## src/rtl/mips_pkg.sv

```systemverilog
// Shared pipeline definitions: forwarding select codes, register-address and
// counter widths, and the shadow slot record kept for each later stage.
package mips_pkg;

    localparam int REG_ADDR_W = 5;
    localparam int CNT_W      = 16;

    // Forwarding mux select codes for the 3:1 EX-stage operand muxes.
    localparam logic [1:0] FWD_REGFILE = 2'b00;
    localparam logic [1:0] FWD_MEMWB   = 2'b01;
    localparam logic [1:0] FWD_EXMEM   = 2'b10;

    // Register-use metadata shadowing one pipeline register.
    typedef struct packed {
        logic                  valid;
        logic [REG_ADDR_W-1:0] rs;
        logic [REG_ADDR_W-1:0] rt;
        logic                  uses_rt;
        logic [REG_ADDR_W-1:0] rd;
        logic                  reg_write;
        logic                  mem_read;
    } hazard_slot_t;

    localparam hazard_slot_t EMPTY_SLOT = '0;

    // True when the slot's instruction will write register r (never $0).
    function automatic logic writes_reg(input hazard_slot_t s,
                                        input logic [REG_ADDR_W-1:0] r);
        return s.valid & s.reg_write & (s.rd != '0) & (s.rd == r);
    endfunction

endpackage

```

## src/rtl/forwarding_hazard_unit_if.sv

```systemverilog
// ID-stage decode fields in, forwarding selects and stall controls out.
interface forwarding_hazard_unit_if;
    import mips_pkg::*;

    logic                  id_valid;
    logic [REG_ADDR_W-1:0] id_rs;
    logic [REG_ADDR_W-1:0] id_rt;
    logic                  id_uses_rt;
    logic [REG_ADDR_W-1:0] id_rd;
    logic                  id_reg_write;
    logic                  id_mem_read;
    logic                  flush;

    logic [1:0]            forward_a;
    logic [1:0]            forward_b;
    logic                  stall;
    logic                  pc_write;
    logic                  ifid_write;
    logic                  idex_bubble;
    logic [CNT_W-1:0]      stall_count;

    // Pipeline side: supplies decode fields, consumes controls.
    modport master (
        output id_valid, id_rs, id_rt, id_uses_rt, id_rd,
               id_reg_write, id_mem_read, flush,
        input  forward_a, forward_b, stall, pc_write, ifid_write,
               idex_bubble, stall_count
    );

    // Hazard unit side.
    modport slave (
        input  id_valid, id_rs, id_rt, id_uses_rt, id_rd,
               id_reg_write, id_mem_read, flush,
        output forward_a, forward_b, stall, pc_write, ifid_write,
               idex_bubble, stall_count
    );

endinterface

```

## src/rtl/fwd_select.sv

```systemverilog
// Per-operand forwarding comparator: picks the most recent in-flight writer
// of the source register, EX/MEM before MEM/WB, never forwarding $0.
module fwd_select
    import mips_pkg::*;
(
    input  logic [REG_ADDR_W-1:0] i_src,
    input  logic                  i_use,
    input  hazard_slot_t          i_mem,
    input  hazard_slot_t          i_wb,
    output logic [1:0]            o_sel
);

    // Only destination/valid/write-enable of the later slots matter here.
    logic w_unused_fields;
    assign w_unused_fields = ^{i_mem.rs, i_mem.rt, i_mem.uses_rt, i_mem.mem_read,
                               i_wb.rs,  i_wb.rt,  i_wb.uses_rt,  i_wb.mem_read};

    // Priority select: newer result (EX/MEM) shadows the older one (MEM/WB).
    always_comb begin
        o_sel = FWD_REGFILE;
        if (i_use) begin
            if (writes_reg(i_mem, i_src)) begin
                o_sel = FWD_EXMEM;
            end else if (writes_reg(i_wb, i_src)) begin
                o_sel = FWD_MEMWB;
            end
        end
    end

endmodule

```

## src/rtl/forwarding_hazard_unit.sv

```systemverilog
// Forwarding and load-use hazard control for a 5-stage MIPS pipeline. Keeps
// its own shadow of ID/EX, EX/MEM and MEM/WB register-use metadata so only
// ID-stage decode fields are needed as inputs.
module forwarding_hazard_unit
    import mips_pkg::*;
(
    input  logic                    clk,
    input  logic                    reset,
    forwarding_hazard_unit_if.slave bus
);

    hazard_slot_t     r_s_ex;
    hazard_slot_t     r_s_mem;
    hazard_slot_t     r_s_wb;
    logic [CNT_W-1:0] r_stall_count;

    logic             w_rd_hit;
    logic             w_stall;
    logic             w_bubble;
    hazard_slot_t     w_id_slot;

    logic [REG_ADDR_W-1:0] w_src [2];
    logic                  w_use [2];
    logic [1:0]            w_sel [2];

    // Load-use detection against the load currently in EX; flush wins.
    always_comb begin
        w_rd_hit = (r_s_ex.rd == bus.id_rs) |
                   (bus.id_uses_rt & (r_s_ex.rd == bus.id_rt));
        w_stall  = bus.id_valid & ~bus.flush & r_s_ex.valid & r_s_ex.mem_read &
                   (r_s_ex.rd != '0) & w_rd_hit;
        w_bubble = w_stall | bus.flush;
    end

    // Slot image of the ID instruction; a bubble or squash enters as invalid.
    always_comb begin
        w_id_slot           = EMPTY_SLOT;
        w_id_slot.valid     = bus.id_valid & ~w_bubble;
        w_id_slot.rs        = bus.id_rs;
        w_id_slot.rt        = bus.id_rt;
        w_id_slot.uses_rt   = bus.id_uses_rt;
        w_id_slot.rd        = bus.id_rd;
        w_id_slot.reg_write = bus.id_reg_write;
        w_id_slot.mem_read  = bus.id_mem_read;
    end

    // Shadow pipeline advance; later stages always move, EX takes ID or a bubble.
    always_ff @(posedge clk or posedge reset) begin
        if (reset) begin
            r_s_ex  <= EMPTY_SLOT;
            r_s_mem <= EMPTY_SLOT;
            r_s_wb  <= EMPTY_SLOT;
        end else begin
            r_s_ex  <= w_id_slot;
            r_s_mem <= r_s_ex;
            r_s_wb  <= r_s_mem;
        end
    end

    // Saturating count of stalled cycles.
    always_ff @(posedge clk or posedge reset) begin
        if (reset) begin
            r_stall_count <= '0;
        end else if (w_stall && (r_stall_count != '1)) begin
            r_stall_count <= r_stall_count + 1'b1;
        end
    end

    // Operand A reads rs whenever EX is valid; operand B reads rt only if used.
    always_comb begin
        w_src[0] = r_s_ex.rs;
        w_use[0] = r_s_ex.valid;
        w_src[1] = r_s_ex.rt;
        w_use[1] = r_s_ex.valid & r_s_ex.uses_rt;
    end

    generate
        for (genvar gi = 0; gi < 2; gi++) begin : g_fwd
            fwd_select u_fwd_select (
                .i_src (w_src[gi]),
                .i_use (w_use[gi]),
                .i_mem (r_s_mem),
                .i_wb  (r_s_wb),
                .o_sel (w_sel[gi])
            );
        end
    endgenerate

    assign bus.forward_a   = w_sel[0];
    assign bus.forward_b   = w_sel[1];
    assign bus.stall       = w_stall;
    assign bus.pc_write    = ~w_stall;
    assign bus.ifid_write  = ~w_stall;
    assign bus.idex_bubble = w_bubble;
    assign bus.stall_count = r_stall_count;

endmodule
```

## src/flat_wrapper.sv

```systemverilog
// flat-port wrapper written by rule: the top's interface ports become plain ports
module forwarding_hazard_unit_flat import mips_pkg::*;
  (clk, reset, bus_id_valid, bus_id_rs, bus_id_rt, bus_id_uses_rt, bus_id_rd, bus_id_reg_write, bus_id_mem_read, bus_flush, bus_forward_a, bus_forward_b, bus_stall, bus_pc_write, bus_ifid_write, bus_idex_bubble, bus_stall_count);
  forwarding_hazard_unit_if bus_i ();
  input  logic clk;
  input  logic reset;
  input wire logic [$bits(bus_i.id_valid)-1:0] bus_id_valid;
  input wire logic [$bits(bus_i.id_rs)-1:0] bus_id_rs;
  input wire logic [$bits(bus_i.id_rt)-1:0] bus_id_rt;
  input wire logic [$bits(bus_i.id_uses_rt)-1:0] bus_id_uses_rt;
  input wire logic [$bits(bus_i.id_rd)-1:0] bus_id_rd;
  input wire logic [$bits(bus_i.id_reg_write)-1:0] bus_id_reg_write;
  input wire logic [$bits(bus_i.id_mem_read)-1:0] bus_id_mem_read;
  input wire logic [$bits(bus_i.flush)-1:0] bus_flush;
  output wire logic [$bits(bus_i.forward_a)-1:0] bus_forward_a;
  output wire logic [$bits(bus_i.forward_b)-1:0] bus_forward_b;
  output wire logic [$bits(bus_i.stall)-1:0] bus_stall;
  output wire logic [$bits(bus_i.pc_write)-1:0] bus_pc_write;
  output wire logic [$bits(bus_i.ifid_write)-1:0] bus_ifid_write;
  output wire logic [$bits(bus_i.idex_bubble)-1:0] bus_idex_bubble;
  output wire logic [$bits(bus_i.stall_count)-1:0] bus_stall_count;
  assign bus_i.id_valid = bus_id_valid;
  assign bus_i.id_rs = bus_id_rs;
  assign bus_i.id_rt = bus_id_rt;
  assign bus_i.id_uses_rt = bus_id_uses_rt;
  assign bus_i.id_rd = bus_id_rd;
  assign bus_i.id_reg_write = bus_id_reg_write;
  assign bus_i.id_mem_read = bus_id_mem_read;
  assign bus_i.flush = bus_flush;
  assign bus_forward_a = bus_i.forward_a;
  assign bus_forward_b = bus_i.forward_b;
  assign bus_stall = bus_i.stall;
  assign bus_pc_write = bus_i.pc_write;
  assign bus_ifid_write = bus_i.ifid_write;
  assign bus_idex_bubble = bus_i.idex_bubble;
  assign bus_stall_count = bus_i.stall_count;
  forwarding_hazard_unit u_core (.clk(clk), .reset(reset), .bus(bus_i));
endmodule
```

## config.mk

```make
export PLATFORM = sky130hd
export DESIGN_NAME = forwarding_hazard_unit_flat
export DESIGN_NICKNAME = d
export VERILOG_FILES = /design/src/rtl/mips_pkg.sv /design/src/rtl/forwarding_hazard_unit_if.sv /design/src/rtl/fwd_select.sv /design/src/rtl/forwarding_hazard_unit.sv /design/src/flat_wrapper.sv
export SDC_FILE = /design/constraint.sdc
export NUM_CORES = 1
export LEC_CHECK = 0
export ABC_AREA = 0
export CORE_UTILIZATION = 45
export CTS_BUF_LIST = sky130_fd_sc_hd__clkbuf_4 sky130_fd_sc_hd__clkbuf_8
export CTS_CLUSTER_SIZE = 25
export DETAILED_ROUTE_END_ITERATION = 8
export HOLD_SLACK_MARGIN = 0.12
export PLACE_DENSITY = 0.7
export SETUP_SLACK_MARGIN = 0.1
export SLEW_MARGIN = 25
export SYNTH_ARGS = -nofsm -noshare
export SYNTH_HDL_FRONTEND = slang
export SYNTH_SLANG_ARGS = --single-unit
```

## constraint.sdc

```tcl
create_clock -name clk -period 2.56 [get_ports clk]
set_input_delay 0.512 -clock clk [delete_from_list [all_inputs] [get_ports clk]]
set_output_delay 0.512 -clock clk [all_outputs]
set_load 0.01 [all_outputs]
```

==> flow_summary.toml <==
[outcome]
status = "finished, violations left"
violations = "DRC"

[clock_network]
clk_latency_ns = 0.30
cts_hold_buf = 0
clkTransAtPathRegs_ns = 0.08
clockRootBuffer = "clkbuf_8"
cts_tree = "built"
clock-sinks = 49
htreeDepth = 2
cts_buffer_depth = 2
numCtsBuffers = 5

[power_and_ir_drop]
p_per_area_nw_per_um2 = 520
p_leak_nw = 1.35
ir_worst_vdd_mv = 0.336

[placed_design]
dp_hpwl_mm = 3.20
gp_routability_congestion = 0.754
io_buffer_count = 45
dp.cells = 265

[grt]
antenna_found_initial = 0
grt_max_degree = 21
gr-usage-all-layers = 0.194
grt_pass1_vias = 1531
grt_first_pass_wirelength_mm = 7.33
grt-ovfl-total = 0

[setup_path]
cp_data_required_time_ns = 2.05
start_kind = "register"
regToRegStartpoint = "u_core.r_s_ex[5]"
worstSetupPathType = "reg -> out"
crit_start = "u_core.r_s_mem[4]"
end_kind = "output pin"
cp_max_fo = 2
arrival_ns = 1.99

[floorplan]
start_util = 0.478
coreArea_sq_um = 4440
rows = 24
die_area_sq_um = 5000
fp.dieH_um = 70.7
pin_count = 46
dieWidth_um = 70.7

[routing]
routed_wl_mm = 4.43
wire_per_inst_um = 15.7
vias_per_cell = 5.27
vias = 1481
antenna_left = 0
dr.pass1.iters = 6
drc = 6
first_iter_violations = 62

[worst_hold_path]
worstHoldStart = "u_core.r_s_ex[1]"
hold_path_class = "reg -> reg"

[layout]
antenna_cells = 0
final_common_cell = "dfrtp_1"
nFillCells = 347
final_util = 0.650
final_cell_mix = "48 x dfrtp_1, 35 x xor2_1, 28 x clkdlybuf4s50_1"
syn_to_final_growth_pct = 36.0
nNetsFinal = 252
final_layout_size_suffix_gt1_frac = 0.227
fin_cells = 281

[sta]
worstMarginPinSlew_ns = 0.469
skew_ns = 0.00585
max-slew-margin-rel = 0.683
period_share = 0.977
period_minus_slack_ns = 2.50
timing.fmax_ghz = 0.400
setup_violations = 0
finalHoldViolations = 0
rsz0062_at_grt = "true"
final_max_slew_viol_count = 0

[synth]
synthCells = 162
yosys_warnings = 0
synth.area.top_cells = "dfrtp_1 58%, xor2_1 14%, xnor2_1 3.7%"
yosysTopAreaCell = "dfrtp_1"
avgSynthCellArea_sq_um = 13.1
ys_seq_area_frac = 0.577
synth.net_count = 185
synthDistinctLibCells = 31
syn_area_sq_um = 2120
ys_seq_elements = 49
synth_top_area_frac = 0.577

[job]
max-cap-violations = 0
-- metrics by stage --
stage          setup TNS [ns]  total power [W]  instance area [sq um]  hold WS [ns]  setup WS [ns]
2_1_floorplan               0         0.000905                   2120         0.331          0.154
3_3_place_gp            -1.85         0.000968                   2680         0.347         -0.492
3_5_place_dp            -2.10         0.000973                   2680         0.338         -0.541
4_1_cts                     0          0.00151                   2820         0.366         0.0658
5_1_grt              -0.00192          0.00157                   2890         0.360       -0.00192
6_report                    0          0.00150                   2890         0.362         0.0579
-- worst paths after layout --
path / depth (start not counted) / slack, ns / to
setup / recovery: 6 / 0.06 / bus_forward_b[1]
hold / removal: 0 / 0.36 / u_core.r_s_mem[1]
setup reg to reg: 9 / 0.24 / u_core.bus.stall_count[1]
hold reg to reg: 0 / 0.36 / u_core.r_s_mem[1]
max in group asynchronous: 3 / 1.49 / u_core.r_s_ex[18]
min in group asynchronous: 2 / 0.50 / u_core.r_s_ex[15]
-- layout make-up --
| cell class | instances | area [sq um] | share of cell area |
|---|---|---|---|
| clock buffers | 5 | 68.8 | 0.0238 |
| clock inverters | 2 | 38.8 | 0.0134 |
| inverters | 2 | 10.0 | 0.00347 |
| multi-input cells | 108 | 908 | 0.315 |
| flip-flops and latches | 49 | 1230 | 0.425 |
| well taps | 52 | 65.1 | 0.0225 |
| repair buffers | 63 | 569 | 0.197 |
-- metal layers --
layer	up-vias	share of wire	track usage
met4	0	0.019	0.0756
met1	729	0.41	0.236
met2	45	0.51	0.321
met5	-	0	0
met3	10	0.058	0.0641
li1	697	-	-
-- timing repair --
item,in CTS,in global routing
gates resized for setup,42,16
pin swaps,11,10
setup buffers,7,2
endpoints found under the setup margin,8,7
-- registers in the layout, summed over array words and instances (netlist names) --
signal	count
u_core.bus.stall_count	16
u_core.r_s_mem	7
u_core.r_s_ex	19
u_core.r_s_wb	7
-- where the power goes --
part / internal [W] / switching (W)
clock network: 0.000289 / 0.000247
registers: 0.000802 / 0.0000282
logic: 0.0000705 / 0.0000654
total: 0.00116 / 0.000341
-- synthesized netlist by cell type --
cell and n:
dfrtp_1 49, xor2_1 35, xnor2_1 9, nor3_1 8, nand3_1 7, nor4_1 7, nand2_1 6, nand4_1 4
and3_1 3, nor2_1 3, or4_1 3, and2_1 2, and4_1 2, buf_6 2, inv_1 2, nor3b_2 2
nor4_4 2, nor4b_1 2, o211ai_1 2, a32oi_2 1, and4b_1 1, buf_4 1, ha_1 1, mux2_2 1
mux2_4 1, nand2b_1 1, nor3b_1 1, nor4_2 1, o21ai_2 1, o21bai_4 1, or2_1 1
-- critical path: stages (launching register included) --
cell and delay [ns]:
dfrtp_1 0.38, or4_4 0.53, o211ai_1 0.25, buf_4 0.18
nor4_4 0.05, and3_1 0.17, buf_2 0.13
-- logic make-up after synthesis --
logic type / after synthesis / share of synthesized area
AND/OR/NAND/NOR: 56 / 0.177
flip-flops: 49 / 0.577
XOR/XNOR: 44 / 0.181
AO/OA/AOI/OAI: 5 / 0.0277
buffers and inverters: 5 / 0.0177
multiplexers: 2 / 0.0124
adder cells (fa/ha/maj): 1 / 0.00589
No activity file was read; power rests on OpenSTA's default activity.
